**config.mk**
```make
export PLATFORM = sky130hd
export DESIGN_NAME = sbox_layer_seq
export DESIGN_NICKNAME = d
export VERILOG_FILES = /design/src/rtl/ascon_pack.sv /design/src/rtl/sbox.sv /design/src/rtl/sbox_layer_seq.sv
export SDC_FILE = /design/constraint.sdc
export NUM_CORES = 1
export LEC_CHECK = 0
export ABC_AREA = 1
export BUFFER_PORTS_ARGS = -buffer_cell sky130_fd_sc_hd__buf_4
export CAP_MARGIN = 20
export CORE_MARGIN = 2
export CORE_UTILIZATION = 35
export CTS_CLUSTER_DIAMETER = 200
export DETAILED_ROUTE_END_ITERATION = 6
export PLACE_DENSITY = 0.56
export SKIP_CTS_REPAIR_TIMING = 1
export SYNTH_ARGS = -nofsm -noshare
export SYNTH_HDL_FRONTEND = slang
export SYNTH_SLANG_ARGS = --single-unit
```
**constraint.sdc**
```tcl
create_clock -name clock_i -period 3.5 [get_ports clock_i]
set_input_delay 0.7 -clock clock_i [delete_from_list [all_inputs] [get_ports clock_i]]
set_output_delay 0.7 -clock clock_i [all_outputs]
set_load 0.1 [all_outputs]
```
**src/rtl/ascon_pack.sv**
```systemverilog
// Shared ASCON types and constants for the permutation datapath.
package ascon_pack;

    // Width of one S-box column (one bit from each of x0..x4).
    localparam int SBOX_W = 5;

    // Permutation state: element 0 is x0 (most significant 64 bits), element 4 is x4.
    typedef logic [0:4][63:0] type_state;

    // Sequencer states of the substitution layer.
    typedef enum logic {
        IDLE = 1'b0,
        RUN  = 1'b1
    } sbox_fsm_t;

endpackage

```
**src/rtl/sbox.sv**
```systemverilog
// ASCON 5-bit S-box: pure combinational lookup, x_i[4] is the x0 bit of the column.
module sbox
    import ascon_pack::*;
(
    input  logic [SBOX_W-1:0] x_i,
    output logic [SBOX_W-1:0] y_o
);

    // Table lookup of the substituted column
    always_comb begin
        // NOTE: a default assignment ahead of the case keeps this purely combinational even if an item is ever dropped.
        y_o = '0;
        case (x_i)
            5'h00: y_o = 5'h04;
            5'h01: y_o = 5'h0B;
            5'h02: y_o = 5'h1F;
            5'h03: y_o = 5'h14;
            5'h04: y_o = 5'h1A;
            5'h05: y_o = 5'h15;
            5'h06: y_o = 5'h09;
            5'h07: y_o = 5'h02;
            5'h08: y_o = 5'h1B;
            5'h09: y_o = 5'h05;
            5'h0A: y_o = 5'h08;
            5'h0B: y_o = 5'h12;
            5'h0C: y_o = 5'h1D;
            5'h0D: y_o = 5'h03;
            5'h0E: y_o = 5'h06;
            5'h0F: y_o = 5'h1C;
            5'h10: y_o = 5'h1E;
            5'h11: y_o = 5'h13;
            5'h12: y_o = 5'h07;
            5'h13: y_o = 5'h0E;
            5'h14: y_o = 5'h00;
            5'h15: y_o = 5'h0D;
            5'h16: y_o = 5'h11;
            5'h17: y_o = 5'h18;
            5'h18: y_o = 5'h10;
            5'h19: y_o = 5'h0C;
            5'h1A: y_o = 5'h01;
            5'h1B: y_o = 5'h19;
            5'h1C: y_o = 5'h16;
            5'h1D: y_o = 5'h0A;
            5'h1E: y_o = 5'h0F;
            5'h1F: y_o = 5'h17;
            default: y_o = '0;
        endcase
    end

endmodule

```
**src/rtl/sbox_layer_seq.sv**
```systemverilog
// Sequential ASCON substitution layer: LANES S-boxes sweep the 64 columns of the
// state over 64/LANES cycles by substituting the low columns and rotating every word.
module sbox_layer_seq
    import ascon_pack::*;
#(
    parameter int LANES = 4
) (
    input  logic      clock_i,
    input  logic      resetb_i,
    input  logic      start_i,
    input  type_state state_i,
    output type_state state_o,
    output logic      busy_o,
    output logic      done_o
);

    localparam int            N    = 64 / LANES;
    localparam int            CW   = $clog2(N) + 1;
    localparam logic [CW-1:0] LAST = CW'(N - 1);

    if (LANES != 1 && LANES != 2 && LANES != 4 && LANES != 8 &&
        LANES != 16 && LANES != 32 && LANES != 64) begin : g_bad_lanes
        $error("sbox_layer_seq: LANES=%0d must be one of 1,2,4,8,16,32,64", LANES);
    end

    sbox_fsm_t         fsm_q, fsm_d;
    logic [CW-1:0]     cnt_q, cnt_d;
    type_state         work_q, work_d;
    type_state         res_q, res_d;
    logic              done_q, done_d;
    logic              last_col;

    type_state         sub_w;   // working register with the low LANES columns substituted
    type_state         rot_w;   // sub_w with every word rotated right by LANES
    logic [SBOX_W-1:0] col_in  [LANES];
    logic [SBOX_W-1:0] col_out [LANES];

    assign last_col = (cnt_q == LAST);

    // One S-box per low column; its output bits are scattered back to x0..x4.
    for (genvar l = 0; l < LANES; l++) begin : g_lane
        assign col_in[l] = {work_q[0][l], work_q[1][l], work_q[2][l], work_q[3][l], work_q[4][l]};

        sbox u_sbox (
            .x_i (col_in[l]),
            .y_o (col_out[l])
        );

        for (genvar w = 0; w < 5; w++) begin : g_bit
            assign sub_w[w][l] = col_out[l][SBOX_W-1-w];
        end
    end

    // Upper columns pass through untouched, then each word rotates right by LANES so
    // the next group of columns lands in the S-box lanes.
    for (genvar w = 0; w < 5; w++) begin : g_word
        if (LANES < 64) begin : g_keep
            assign sub_w[w][63:LANES] = work_q[w][63:LANES];
        end
        for (genvar i = 0; i < 64; i++) begin : g_rot
            assign rot_w[w][i] = sub_w[w][(i + LANES) % 64];
        end
    end

    // FSM state register
    always_ff @(posedge clock_i or negedge resetb_i) begin
        if (!resetb_i) begin
            fsm_q <= IDLE;
        end else begin
            // NOTE: registers take non-blocking assignments so every flop samples pre-edge values.
            fsm_q <= fsm_d;
        end
    end

    // FSM next state: accept a request while idle, leave RUN after the last column group
    always_comb begin
        fsm_d = fsm_q;
        case (fsm_q)
            IDLE:    if (start_i)  fsm_d = RUN;
            RUN:     if (last_col) fsm_d = IDLE;
            default: fsm_d = IDLE;
        endcase
    end

    // Datapath next state: load on acceptance, substitute-and-rotate while running, publish on the last edge
    always_comb begin
        work_d = work_q;
        cnt_d  = cnt_q;
        res_d  = res_q;
        done_d = 1'b0;
        case (fsm_q)
            IDLE: begin
                if (start_i) begin
                    work_d = state_i;
                    cnt_d  = '0;
                end
            end
            RUN: begin
                work_d = rot_w;
                cnt_d  = cnt_q + 1'b1;
                if (last_col) begin
                    res_d  = rot_w;
                    cnt_d  = '0;
                    done_d = 1'b1;
                end
            end
            default: ;
        endcase
    end

    // Datapath registers
    always_ff @(posedge clock_i or negedge resetb_i) begin
        if (!resetb_i) begin
            // NOTE: the wide data registers are reset too, so an aborted run leaves no stale state visible.
            work_q <= '0;
            res_q  <= '0;
            cnt_q  <= '0;
            done_q <= 1'b0;
        end else begin
            work_q <= work_d;
            res_q  <= res_d;
            cnt_q  <= cnt_d;
            done_q <= done_d;
        end
    end

    // Outputs come straight from registers
    always_comb begin
        busy_o  = (fsm_q == RUN);
        done_o  = done_q;
        state_o = res_q;
    end

endmodule

```
==> metrics, run 1 <==
# setup viols final 0; net count after synthesis 2984; Final ANT Viol Nets 0; Yosys cell types 27; FILL cells 7073; Critical path buffers and inverters 1; CTS sink cnt 647; depth of the CTS H-tree 3; Final #Nets 3568; Final Critical Period 2.576 ns; RSZ-0062 raised after global routing no; CP cell instances buf_4; fmax 388.2 MHz; GP Congestion 0.8592; Max Cap Violations 0; Num CTS Buffers 73; final wirelength 89090 µm; total track usage 22.68%; worst rel slew slack 12.32%; Crit-path slowest cell dfrtp_1; die area 77180 µm²; Syn Inst Count 2640; Yosys reg bits 647; critical path peak fanout 20; Worst Skew 0.02809 ns; Hold WC Path Type in -> async; setup_tns 0 ns; # IOs 645; maximum clock path buffer count 3; final period utilization 73.60%; worst reg2reg path depth 4; grt total ovfl 0; yosys warns 0; DP Wirelength 62330 µm; crit end category output pin; vias in the first global route 22470; critical path depth in cells 1; Starting Density 35.30%; Startpoint Class flop; core area 74320 µm²; max-slew violations 0; share of layout cells above drive strength 1 24.64%; first-pass GRT wire length 136200 µm; clock root buffer clkbuf_16; Vias 21780; Initial DRC Count 1553; DRC 0; Vias/cell 5.120; Die X-Extent 277.8 µm; Rows 100; Pre-Repair DR Iteration Count 7; Reg clk slew, reported paths 0.06 ns; Slew @ Worst Pin 1.315 ns; worst path required time 2.80 ns; slowest stage delay, CP 0.84 ns; I/O Buffers 644; Seq/Total Area, Yosys 61.70%; routed length per instance 20.94 µm; area grow syn2layout 30.89%; CTS tree built; Die H 277.8 µm; CP top delay family flip-flops; Mapped Area 26240 µm²; Crit Path Category reg -> out; endpoints failing hold 0; Avg Cell Area, Syn 9.939 µm²; arrival time worst endpoint 1.88 ns; worst skew pair latency 0.60 ns; initial antenna violation count 11; status completed; largest net degree at the start of global routing 216
-- metal layers --
layer  GRT usage [%]  wire length [µm]  share of wire [%]
met1           28.72             36500                 41
met4           7.970              2562                2.9
met5               0                71              0.080
met3           5.432              6213                7.0
met2           37.89             43740                 49
-- worst paths after layout --
| path | start | endpoint | slack, ns |
|---|---|---|---|
| max in group asynchronous | resetb_i | rot_w[305] | 2.45 |
| min in group clock_i | state_i[148] | rot_w[144] | 0.31 |
| max | busy_o | busy_o | 0.92 |
| min reg2reg | state_o[23] | state_o[23] | 0.48 |
| max reg2reg | busy_o | rot_w[245] | 1.08 |
| min | resetb_i | state_o[143] | 0.09 |
-- cell usage in the layout (no fill, tap or decap), types with 2 or more instances in the layout --
cell / n
o21ai_0: 133
ha_1: 21
inv_1: 342
xor2_1: 7
nor3_1: 2
clkbuf_8: 11
nand3_1: 28
o21ai_1: 200
o221ai_1: 300
clkbuf_1: 15
clkinv_4: 4
clkbuf_16: 74
buf_4: 664
bufinv_16: 7
o21bai_1: 6
nor2_1: 15
inv_6: 2
dfrtp_1: 647
buf_12: 20
clkinv_2: 14
a21oi_1: 7
nand2_1: 743
inv_8: 4
clkinvlp_4: 2
nor2_4: 2
diode_2: 6
-- stage by stage --
stage | cells | hold WS (ns) | setup WS (ns) | utilization [%] | area (µm²)
after detailed placement | 4118 | 0.4679 | 1.094 | 42.93 | 31910
after global placement | 4118 | 0.4672 | 1.114 | 42.93 | 31910
after floorplan | 2640 | 0.4044 | 1.397 | - | 26240
final | 4254 | 0.09026 | 0.9240 | 46.21 | 34340
after global routing | 4253 | 0.1241 | 0.7914 | 46.21 | 34340
after CTS | 4248 | 0.08588 | 0.8752 | 46.19 | 34330
-- kinds of logic after synthesis --
| family | Yosys count | synth area share, % |
|---|---|---|
| compound gates | 650 | 16.79 |
| xor+xnor | 8 | 0.2670 |
| fa+ha+maj | 21 | 1.001 |
| buf+inv | 522 | 8.669 |
| flops | 647 | 61.70 |
| simple gates | 792 | 11.57 |
-- cells in the mapped netlist, drive strengths merged --
library cell / n / area, µm²
buf: 119 / 762.0
nand3: 28 / 140.1
xor2: 7 / 61.31
o21bai: 6 / 45.04
o221ai: 300 / 2628
a21oi: 7 / 35.03
clkbuf: 57 / 214.0
a22oi: 1 / 7.510
dfrtp: 647 / 16190
nand2: 744 / 2795
o22ai: 1 / 6.260
nor2: 17 / 78.82
inv: 346 / 1299
ha: 21 / 262.8
nor3: 2 / 10.01
o21ai: 333 / 1667
nand4: 1 / 12.51
o211ai: 1 / 7.510
a22o: 1 / 8.760
xnor2: 1 / 8.760
-- registers in the layout, summed over array words and instances, names as in the netlist --
register / cells
done_o: 1
state_o: 320
busy_o: 1
rot_w: 300
cnt_q: 5
col_in: 20
-- final cells by class --
| cell class | count | area [µm²] | share of cell area, % |
|---|---|---|---|
| Antenna cell | 6 | 15.01 | 0.04372 |
| Clock buffer | 100 | 2059 | 5.997 |
| Timing Repair Buffer | 685 | 5400 | 15.72 |
| Sequential cell | 647 | 16190 | 47.14 |
| Inverter | 346 | 1329 | 3.869 |
| Tap cell | 969 | 1212 | 3.530 |
| Multi-Input combinational cell | 1471 | 7774 | 22.63 |
| Clock inverter | 30 | 364.1 | 1.060 |
Power of run 1 is not shown: default switching activity piles up to over one toggle a cycle in this logic, so the estimate is an artifact.
==> run 2, diff against run 1 <==
Settings changed: ABC_AREA 1 to 0.
Clock period 3.5 ns to 2.6 ns, I/O delays scaled along.
==> run 2 against run 1 <==
Compared with the run above:
- global-route usage decreased by 1.5 points
- synthesized area increased by 5.9%
- first-iteration DRC count decreased by 23%
- core utilization decreased by 0.17 points
- flip-flop and latch count unchanged
- non-clock buffer count increased by 21
- critical path depth increased by 1
- worst hold slack improved by 0.099 ns
- routed wire length decreased by 1.2%
- sequential share of layout area decreased by 2.5 points
- die area increased by 5.8%
- clock-buffer cell count increased by 17
==> metrics, run 2 <==
total track usage 21.20% (was 22.68%); Initial DRC Count 1193 (was 1553); Pre-Repair DR Iteration Count 4 (was 7); core area 78740 µm² (was 74320 µm²); Metal-1 WL 36730 µm (was 36500 µm); Final ANT Viol Nets 0 (unchanged); CTS sink cnt 647 (unchanged); area grow syn2layout 30.44% (was 30.89%); Yosys reg bits 647 (unchanged); grt total ovfl 0 (unchanged); Worst Skew 0.02087 ns (was 0.02809 ns); RSZ-0062 raised after global routing no (unchanged); Vias/cell 4.729 (was 5.120); top cells by area, synth dfrtp_1, nand2_1, mux2i_1, o21ai_0, buf_6 (was dfrtp_1, nand2_1, o221ai_1, inv_1, o21ai_1); most frequent cells in the layout nand2_1, buf_4, dfrtp_1 (unchanged); Startpoint Class flop (unchanged); worst skew pair latency 0.61 ns (was 0.60 ns); DP Wirelength 61670 µm (was 62330 µm); GP Congestion 0.8398 (was 0.8592); CTS tree built (unchanged); Final Util 46.04% (was 46.21%); fmax 404.0 MHz; Num CTS Buffers 76 (was 73); top cell type by total area after synthesis dfrtp_1 (unchanged); final period utilization 95.19%; worst path required time 2.08 ns (was 2.80 ns); Vias 21660 (was 21780); maximum clock path buffer count 3 (unchanged); die area 81680 µm² (was 77180 µm²); max-slew violations 0 (unchanged); Die H 285.8 µm (was 277.8 µm); endpoints failing hold 0 (unchanged); crit end category output pin (unchanged); Mapped Area 27800 µm² (was 26240 µm²); Hold WC Path Type in -> reg (was in -> async); Final #Nets 3802 (was 3568); post-synth top area share 58.25% (was 61.70%); status completed (unchanged); setup_tns 0 ns (unchanged); I/O Buffers 644 (unchanged); first-pass GRT wire length 133800 µm (was 136200 µm); # setup viols final 0 (unchanged); arrival time worst endpoint 1.95 ns (was 1.88 ns); Final Critical Period 2.475 ns; highest metal used met5 (unchanged); Async SR Flop Fraction 100.0% (unchanged); Rows 103 (was 100); share of layout cells above drive strength 1 23.81% (was 24.64%); worst rel slew slack 13.16% (was 12.32%); Reg clk slew, reported paths 0.06 ns (about the same); initial antenna violation count 11 (unchanged); vias in the first global route 21790 (was 22470); net count after synthesis 3206 (was 2984); routed length per instance 19.22 µm (was 20.94 µm); yosys warns 0 (unchanged); ys flop type dfrtp_1 (unchanged); Max Cap Violations 0 (unchanged); met3 wire length 6700 µm (was 6213 µm); largest net degree at the start of global routing 226 (was 216); Yosys cell types 34 (was 27); critical path peak fanout 165 (was 20); clock root buffer clkbuf_16 (unchanged); most numerous cell in the Yosys netlist nand2_1 (unchanged); number of synthesized flops with an enable pin 0 (unchanged); DRC 0 (unchanged); Syn Inst Count 2862 (was 2640); Commonest cells post-synth nand2_1, dfrtp_1, o21ai_0 (was nand2_1, dfrtp_1, inv_1); post-placement setup slack 0.3819 ns (was 1.094 ns); Crit Path Category reg -> out (unchanged); met2 routed WL 42260 µm (was 43740 µm); most common cell after layout, fill and taps aside nand2_1 (unchanged); Seq/Total Area, Yosys 58.25% (was 61.70%); Slew @ Worst Pin 1.303 ns (was 1.315 ns); Avg Cell Area, Syn 9.712 µm² (was 9.939 µm²); depth of the CTS H-tree 3 (unchanged); final wirelength 88020 µm (was 89090 µm); max reg flops 320 (unchanged); Final Worst Setup Slack 0.1250 ns (was 0.9240 ns); Die X-Extent 285.8 µm (was 277.8 µm); Starting Density 35.30% (about the same); # IOs 645 (unchanged)
run 2: final cells by class:
type	count	area [µm²]
repair buffers	706	5663
diodes	11	27.53
flip-flops and latches	647	16190
clock buffers	117	2328
well taps	1050	1314
clock inverters	22	236.5
inverters	11	53.80
fillers	7602	42490
multi-input cells	2016	10440
run 2: metrics by stage:
stage | cells | cell area [µm²] | hold slack, ns
floorplan | 2862 | 27800 | 0.2244
global placement | 4429 | 33650 | 0.4333
detailed placement | 4429 | 33650 | 0.4335
CTS | 4568 | 36210 | -0.2210
global route | 4578 | 36250 | 0.1862
finish | 4580 | 36260 | 0.1896
run 2: routing by layer:
| layer | track usage [%] | vias to the layer above |
|---|---|---|
| li1 | - | 10500 |
| met1 | 27.03 | 10520 |
| met2 | 34.41 | 514 |
| met3 | 6.156 | 116 |
| met4 | 7.408 | 2 |
| met5 | 0 | - |
run 2: path summary, 6_finish.rpt:
path | slack (ns) | from | depth (start not counted) | to
min reg2reg | 0.47 | state_o[126] | 2 | state_o[126]
max | 0.13 | busy_o | 2 | busy_o
min | 0.19 | state_i[255] | 3 | rot_w[251]
min in group asynchronous | 0.39 | resetb_i | 2 | rot_w[43]
max in group asynchronous | 1.32 | resetb_i | 3 | state_o[194]
max reg2reg | 0.38 | busy_o | 4 | rot_w[68]
run 2: cells by family after synthesis:
kind of cell | after synthesis | share of synthesized area [%]
flip-flops | 647 | 58.25
AO/OA/AOI/OAI | 378 | 7.004
XOR/XNOR | 14 | 0.4412
buffers and inverters | 199 | 4.204
adder cells (fa/ha/maj) | 21 | 0.9453
multiplexers | 316 | 11.48
AND/OR/NAND/NOR | 1287 | 17.67
run 2: critical path, stage by stage (launching register included):
cell and delay [ns]:
dfrtp_4 0.48, buf_16 0.40, buf_4 0.40
Power of run 2 is left out for the same reason.
